===== src/rtl/router_rx_port.sv =====
// router_rx_port -- serial packet receive port with an output byte FIFO.
//
// Each frame on the serial line carries a 4-bit destination address
// (LSB first), five pad cycles, and then data bits (LSB first). Data bits
// are only taken when valid_n is low. Every 8 bits form a byte, and each
// byte is pushed into a first-word-fall-through FIFO together with its
// address and start/end-of-packet flags. Errors are reported as a
// one-cycle pulse on err_o. err_code keeps the most recent cause.
//
// Ports
//   clock      : sole clock, all state updates on its rising edge
//   reset_n    : asynchronous active-low reset
//   din        : serial data bit
//   frame_n    : active-low frame, goes high on the last data bit
//   valid_n    : active-low data-bit qualifier
//   busy_n     : active-low "do not start a new frame" to the sender
//   pkt_da     : destination address of the FIFO head byte
//   pkt_data   : FIFO head byte
//   pkt_sop    : head byte is the first byte of its packet
//   pkt_eop    : head byte is the last byte of its packet
//   pkt_valid  : FIFO is non-empty
//   pkt_ready  : consumer takes the head byte when pkt_valid is also high
//   err_o      : one-cycle error pulse
//   err_code   : 1 = framing, 2 = partial byte, 3 = overflow
module router_rx_port #(
  parameter int FIFO_DEPTH = 4
) (
  input  logic       clock,
  input  logic       reset_n,
  input  logic       din,
  input  logic       frame_n,
  input  logic       valid_n,
  output logic       busy_n,
  output logic [3:0] pkt_da,
  output logic [7:0] pkt_data,
  output logic       pkt_sop,
  output logic       pkt_eop,
  output logic       pkt_valid,
  input  logic       pkt_ready,
  output logic       err_o,
  output logic [1:0] err_code
);

  localparam int AW = (FIFO_DEPTH > 1) ? $clog2(FIFO_DEPTH) : 1;
  localparam int CW = AW + 1;
  localparam logic [CW-1:0] FULL_CNT = CW'(FIFO_DEPTH);
  localparam logic [CW-1:0] BUSY_CNT = CW'(FIFO_DEPTH - 1);

  typedef enum logic [2:0] {S_IDLE, S_ADDR, S_PAD, S_DATA, S_DROP} state_t;

  typedef struct packed {
    logic [3:0] da;
    logic [7:0] data;
    logic       sop;
    logic       eop;
  } entry_t;

  state_t        state_q, state_d;
  logic [3:0]    addr_q, addr_d;
  logic [2:0]    cnt_q, cnt_d;
  logic [7:0]    shift_q, shift_d;
  logic          first_q, first_d;
  logic [AW-1:0] wr_ptr_q, wr_ptr_d;
  logic [AW-1:0] rd_ptr_q, rd_ptr_d;
  logic [CW-1:0] count_q, count_d;
  logic          busy_n_q, busy_n_d;
  logic          err_o_q, err_o_d;
  logic [1:0]    err_code_q, err_code_d;
  entry_t        mem_q [FIFO_DEPTH];
  entry_t        head;
  entry_t        push_entry;
  logic          byte_done;
  logic          push;
  logic          pop;
  logic          full;

  assign pop  = (count_q != '0) && pkt_ready;
  assign full = (count_q == FULL_CNT);

  // Receive FSM. cnt_q is reused: address bit index in ADDR (1..3),
  // pad cycle count in PAD (0..4) and data bit index in DATA (0..7).
  always_comb begin
    state_d    = state_q;
    addr_d     = addr_q;
    cnt_d      = cnt_q;
    shift_d    = shift_q;
    first_d    = first_q;
    byte_done  = 1'b0;
    err_o_d    = 1'b0;
    err_code_d = err_code_q;
    unique case (state_q)
      S_IDLE: begin
        if (!frame_n) begin
          addr_d  = {3'b000, din};
          cnt_d   = 3'd1;
          state_d = S_ADDR;
        end
      end
      S_ADDR: begin
        if (frame_n) begin
          err_o_d    = 1'b1;
          err_code_d = 2'd1;
          state_d    = S_IDLE;
        end else begin
          addr_d[cnt_q[1:0]] = din;
          if (cnt_q == 3'd3) begin
            cnt_d   = 3'd0;
            state_d = S_PAD;
          end else begin
            cnt_d = cnt_q + 3'd1;
          end
        end
      end
      S_PAD: begin
        if (frame_n) begin
          err_o_d    = 1'b1;
          err_code_d = 2'd1;
          state_d    = S_IDLE;
        end else if (!valid_n) begin
          err_o_d    = 1'b1;
          err_code_d = 2'd1;
          state_d    = S_DROP;
        end else if (cnt_q == 3'd4) begin
          cnt_d   = 3'd0;
          first_d = 1'b1;
          state_d = S_DATA;
        end else begin
          cnt_d = cnt_q + 3'd1;
        end
      end
      S_DATA: begin
        if (!valid_n) begin
          shift_d[cnt_q] = din;
          if (cnt_q == 3'd7) begin
            byte_done = 1'b1;
            cnt_d     = 3'd0;
            // A pop in the same cycle frees the slot, so only a full FIFO
            // with no pop loses the byte.
            if (full && !pop) begin
              err_o_d    = 1'b1;
              err_code_d = 2'd3;
              state_d    = frame_n ? S_IDLE : S_DROP;
            end else begin
              first_d = 1'b0;
              if (frame_n) state_d = S_IDLE;
            end
          end else if (frame_n) begin
            err_o_d    = 1'b1;
            err_code_d = 2'd2;
            state_d    = S_IDLE;
          end else begin
            cnt_d = cnt_q + 3'd1;
          end
        end else if (frame_n) begin
          err_o_d    = 1'b1;
          err_code_d = 2'd1;
          state_d    = S_IDLE;
        end
      end
      S_DROP: begin
        if (frame_n) state_d = S_IDLE;
      end
      default: state_d = S_IDLE;
    endcase
  end

  // FIFO bookkeeping. The pushed byte includes this cycle's bit, so it is
  // taken from shift_d, and eop is the frame_n level of the final bit.
  always_comb begin
    push       = byte_done && !(full && !pop);
    push_entry = '{da: addr_q, data: shift_d, sop: first_q, eop: frame_n};
    wr_ptr_d   = wr_ptr_q;
    rd_ptr_d   = rd_ptr_q;
    count_d    = count_q;
    if (push) wr_ptr_d = wr_ptr_q + AW'(1);
    if (pop)  rd_ptr_d = rd_ptr_q + AW'(1);
    case ({push, pop})
      2'b10:   count_d = count_q + CW'(1);
      2'b01:   count_d = count_q - CW'(1);
      default: count_d = count_q;
    endcase
    busy_n_d = !((count_d >= BUSY_CNT) || (state_d == S_DROP));
  end

  always_ff @(posedge clock or negedge reset_n) begin
    if (!reset_n) begin
      state_q    <= S_IDLE;
      addr_q     <= 4'h0;
      cnt_q      <= 3'd0;
      shift_q    <= 8'h00;
      first_q    <= 1'b0;
      wr_ptr_q   <= '0;
      rd_ptr_q   <= '0;
      count_q    <= '0;
      busy_n_q   <= 1'b1;
      err_o_q    <= 1'b0;
      err_code_q <= 2'd0;
    end else begin
      state_q    <= state_d;
      addr_q     <= addr_d;
      cnt_q      <= cnt_d;
      shift_q    <= shift_d;
      first_q    <= first_d;
      wr_ptr_q   <= wr_ptr_d;
      rd_ptr_q   <= rd_ptr_d;
      count_q    <= count_d;
      busy_n_q   <= busy_n_d;
      err_o_q    <= err_o_d;
      err_code_q <= err_code_d;
    end
  end

  // Storage needs no reset: the head outputs are forced to zero while the
  // FIFO is empty.
  always_ff @(posedge clock) begin
    if (push) mem_q[wr_ptr_q] <= push_entry;
  end

  assign head      = mem_q[rd_ptr_q];
  assign pkt_valid = (count_q != '0);
  assign pkt_da    = pkt_valid ? head.da   : 4'h0;
  assign pkt_data  = pkt_valid ? head.data : 8'h00;
  assign pkt_sop   = pkt_valid ? head.sop  : 1'b0;
  assign pkt_eop   = pkt_valid ? head.eop  : 1'b0;
  assign busy_n    = busy_n_q;
  assign err_o     = err_o_q;
  assign err_code  = err_code_q;

endmodule


===== config.mk =====
export PLATFORM = sky130hd
export DESIGN_NAME = router_rx_port
export DESIGN_NICKNAME = d
export VERILOG_FILES = /design/src/rtl/router_rx_port.sv
export SDC_FILE = /design/constraint.sdc
export NUM_CORES = 1
export LEC_CHECK = 0
export CAP_MARGIN = 20
export CORE_MARGIN = 3
export CORE_UTILIZATION = 55
export CTS_BUF_LIST = sky130_fd_sc_hd__clkbuf_8
export CTS_CLUSTER_DIAMETER = 40
export CTS_CLUSTER_SIZE = 20
export DETAILED_ROUTE_END_ITERATION = 10
export PLACE_DENSITY = 0.75
export SYNTH_ARGS = -nofsm -noshare
export SYNTH_HDL_FRONTEND = slang
export SYNTH_SLANG_ARGS = --single-unit

===== constraint.sdc =====
create_clock -name clock -period 3.2 [get_ports clock]
set_clock_uncertainty 0.05 [all_clocks]
set_input_delay 0.64 -clock clock [delete_from_list [all_inputs] [get_ports clock]]
set_output_delay 0.64 -clock clock [all_outputs]
set_load 0.01 [all_outputs]

==> reports/results.ini <==
[worst_setup_path]
startpoint = count_q[2]
cp.depth = 4
worstPathArrival_ps = 2120
reg2reg_from = cnt_q[1]
r2r_setup_slack_ps = 500
cp_cell_sequence = or3_1 -> buf_4 -> and2_1 -> clkdlybuf4s50_1
startpoint_type = flip-flop
ff2ff_path_depth = 9
crit_type = flip-flop to output port
crit_fanout = 17
worstReg2RegEnd = count_q[2]
cp-endpoint = pkt_data[0]
cp.buffers_inverters = 2
cpPeakStageDelay_ps = 480
required_ps = 2510
worst_path_max_delay_cell = dfrtp_1
crit_family = buffers and inverters
endpoint_kind = output port

[global_routing]
grt_use_total_pct = 19.4
grt_pass1_wl_microns = 12300
grt_max_degree = 31
grt_pass1_vias = 2336
antenna_found_initial = 0
grt_overflow_total = 0

[finish]
final_cell_mix = edfxtp_1, dfrtp_1, clkdlybuf4s50_1, and2_1, buf_4
layout-drive-gt1-share_pct = 20.1
finalNetCount = 336
antenna_cells = 0
layout_commonest_cell = edfxtp_1
area_delta_synth_final_pct = 16.0
fillers = 502

[yosys]
synth_top_family_by_area = multiplexers
synth_simple_gate_area_share_pct = 11.4
synth_nets = 300
synth_compound_area_share_pct = 7.55
synth-seq-cells = 86
synth_fa_ha_area_share_pct = 3.93
syn_avg_cell_area_sq_um = 14.2
synth_cells = 282
async_flop_share_pct = 34.9
netlist_top_cells_area = edfxtp_1, dfrtp_1, mux4_2
yosysSeqAreaShare_pct = 60.6
yosysTopAreaCellShare_pct = 41.9
yosys.area.top_type = edfxtp_1
synth_edf_count = 56
synth_xor_area_share_pct = 1.09
ys_types = 49
synth_area_sq_um = 4010
synthFlopType = edfxtp_1
synthMuxAreaShare_pct = 12.4
ys_warn_count = 0

[timing]
post-route-period-util_pct = 87.7
max_freq_mhz = 356
setup_ws_ps = 393
min_period_ps = 2810
hold_viol_final = 0
tightest_slew_ps = 504
tns_ps = 0
finalSetupViolCount = 0
relSlewSlack_pct = 66.3
rsz0062_at_grt = no
maxSlewViolCount = 0

[power_and_ir_drop]
ir_drop_uv = 465
power.leakage_nw = 1.67
p_per_area_nw_per_um2 = 764

[status]
status = finished, final reports clean

[clock_network]
clockRootBuffer = clkbuf_8
path_clk_slew_ps = 80
clock_latency_ps = 350
cts_buffers = 9
clock_sinks = 86
cts_hold_buf = 0
cts_setup_buffers = 0
h-tree-depth = 3
clk_path_buf_depth = 2
cts_tree = yes
postCtsResizedCells = 0

[placed_design]
dp_hpwl_microns = 4720
gp_congestion = 0.851
place_ws_ps = 93.0
io_buffers = 24

[flow_run]
max-cap-violations = 0

[route]
routed_wl_microns = 7320
ant_nets = 0
viasPerCell = 5.68
drt-initial-drc-count = 105
drc = 0
wl_per_cell_microns = 17.5
firstDrtPassIters = 4
vias = 2379

[die]
die_area_sq_um = 8360
rows = 30
ios = 25
die_y_microns = 91.4
die_w_microns = 91.4
coreArea_sq_um = 6940
start_util_pct = 57.8

[min_path]
hold_path_class = flip-flop to flip-flop

==> routing by layer <==
layer  global-route usage (%)  wire, microns
met1                     27.1           3430
met2                     30.2           3610
met3                     4.14            195
met4                     6.41             81
met5                        0              0
==> report_power, final <==
group	internal [mW]	switching, mW	leakage, nW	total, mW
clock	0.443	0.388	0.112	0.831
sequential	1.33	0.116	0.841	1.44
combinational	0.685	0.596	0.716	1.28
total	2.45	1.10	1.67	3.55
==> worst min-delay path: cells and delay by family (launching register included) <==
| kind | cells | cell delay [ps] |
|---|---|---|
| AO/OA/AOI/OAI | 2 | 120 |
| flip-flops | 1 | 350 |
==> state kept, by name (all words and copies together) (netlist names) <==
signal and count:
mem_q 56, shift_q 8, addr_q 4, cnt_q 3
count_q 3, state_q 3, err_code 2, rd_ptr_q 2
wr_ptr_q 2, busy_n 1, err_o 1, first_q 1
==> worst min path at each step <==
stage / cells after the start / startpoint / endpoint
2_1_floorplan: 0 / reset_n / addr_q[0]
3_3_place_gp: 2 / err_code[1] / err_code[1]
3_5_place_dp: 2 / err_code[1] / err_code[1]
4_1_cts: 2 / err_code[1] / err_code[1]
5_1_grt: 1 / err_code[0] / err_code[0]
6_report: 2 / err_code[1] / err_code[1]
==> cell families after synthesis <==
| group | Yosys count |
|---|---|
| AO/OA/AOI/OAI | 42 |
| XOR/XNOR | 5 |
| adder cells (fa/ha/maj) | 12 |
| buffers and inverters | 29 |
| flip-flops | 86 |
| multiplexers | 31 |
| AND/OR/NAND/NOR | 77 |
==> cell type report <==
type	count	area [sq um]	share of cell area (%)
flip-flops and latches	86	2430	52.3
repair buffers	42	375	8.06
multi-input cells	167	1460	31.4
well taps	96	120	2.58
clock inverters	7	95.1	2.04
inverters	12	45.0	0.967
clock buffers	9	124	2.66
==> cells in the mapped netlist (2+ instances only) <==
master	count
and2b_1	2
edfxtp_1	56
o211ai_1	4
mux2_2	11
buf_2	6
and2_1	19
nand3b_1	3
a211oi_1	4
ha_1	11
o21bai_1	2
clkbuf_1	11
nor2_1	12
nand2_1	15
nand3_1	5
mux2i_1	6
o21ai_0	12
a21oi_1	4
mux4_2	14
xnor2_1	5
dfrtp_1	29
a2111o_1	2
nor3_1	9
inv_1	12
or3_1	3
==> metrics by stage <==
| stage | hold WS (ps) | instances | util (%) | area, sq um | total power [mW] |
|---|---|---|---|---|---|
| final | 461 | 419 | 67.0 | 4660 | 3.55 |
| after global routing | 498 | 419 | 67.0 | 4660 | 3.77 |
| after CTS | 472 | 419 | 67.0 | 4660 | 3.59 |
| after detailed placement | 439 | 403 | 63.9 | 4440 | 2.76 |
| after global placement | 442 | 403 | 63.9 | 4440 | 2.73 |
| after floorplan | 294 | 282 | - | 4010 | 2.25 |
(Power assumes the default switching activity.)
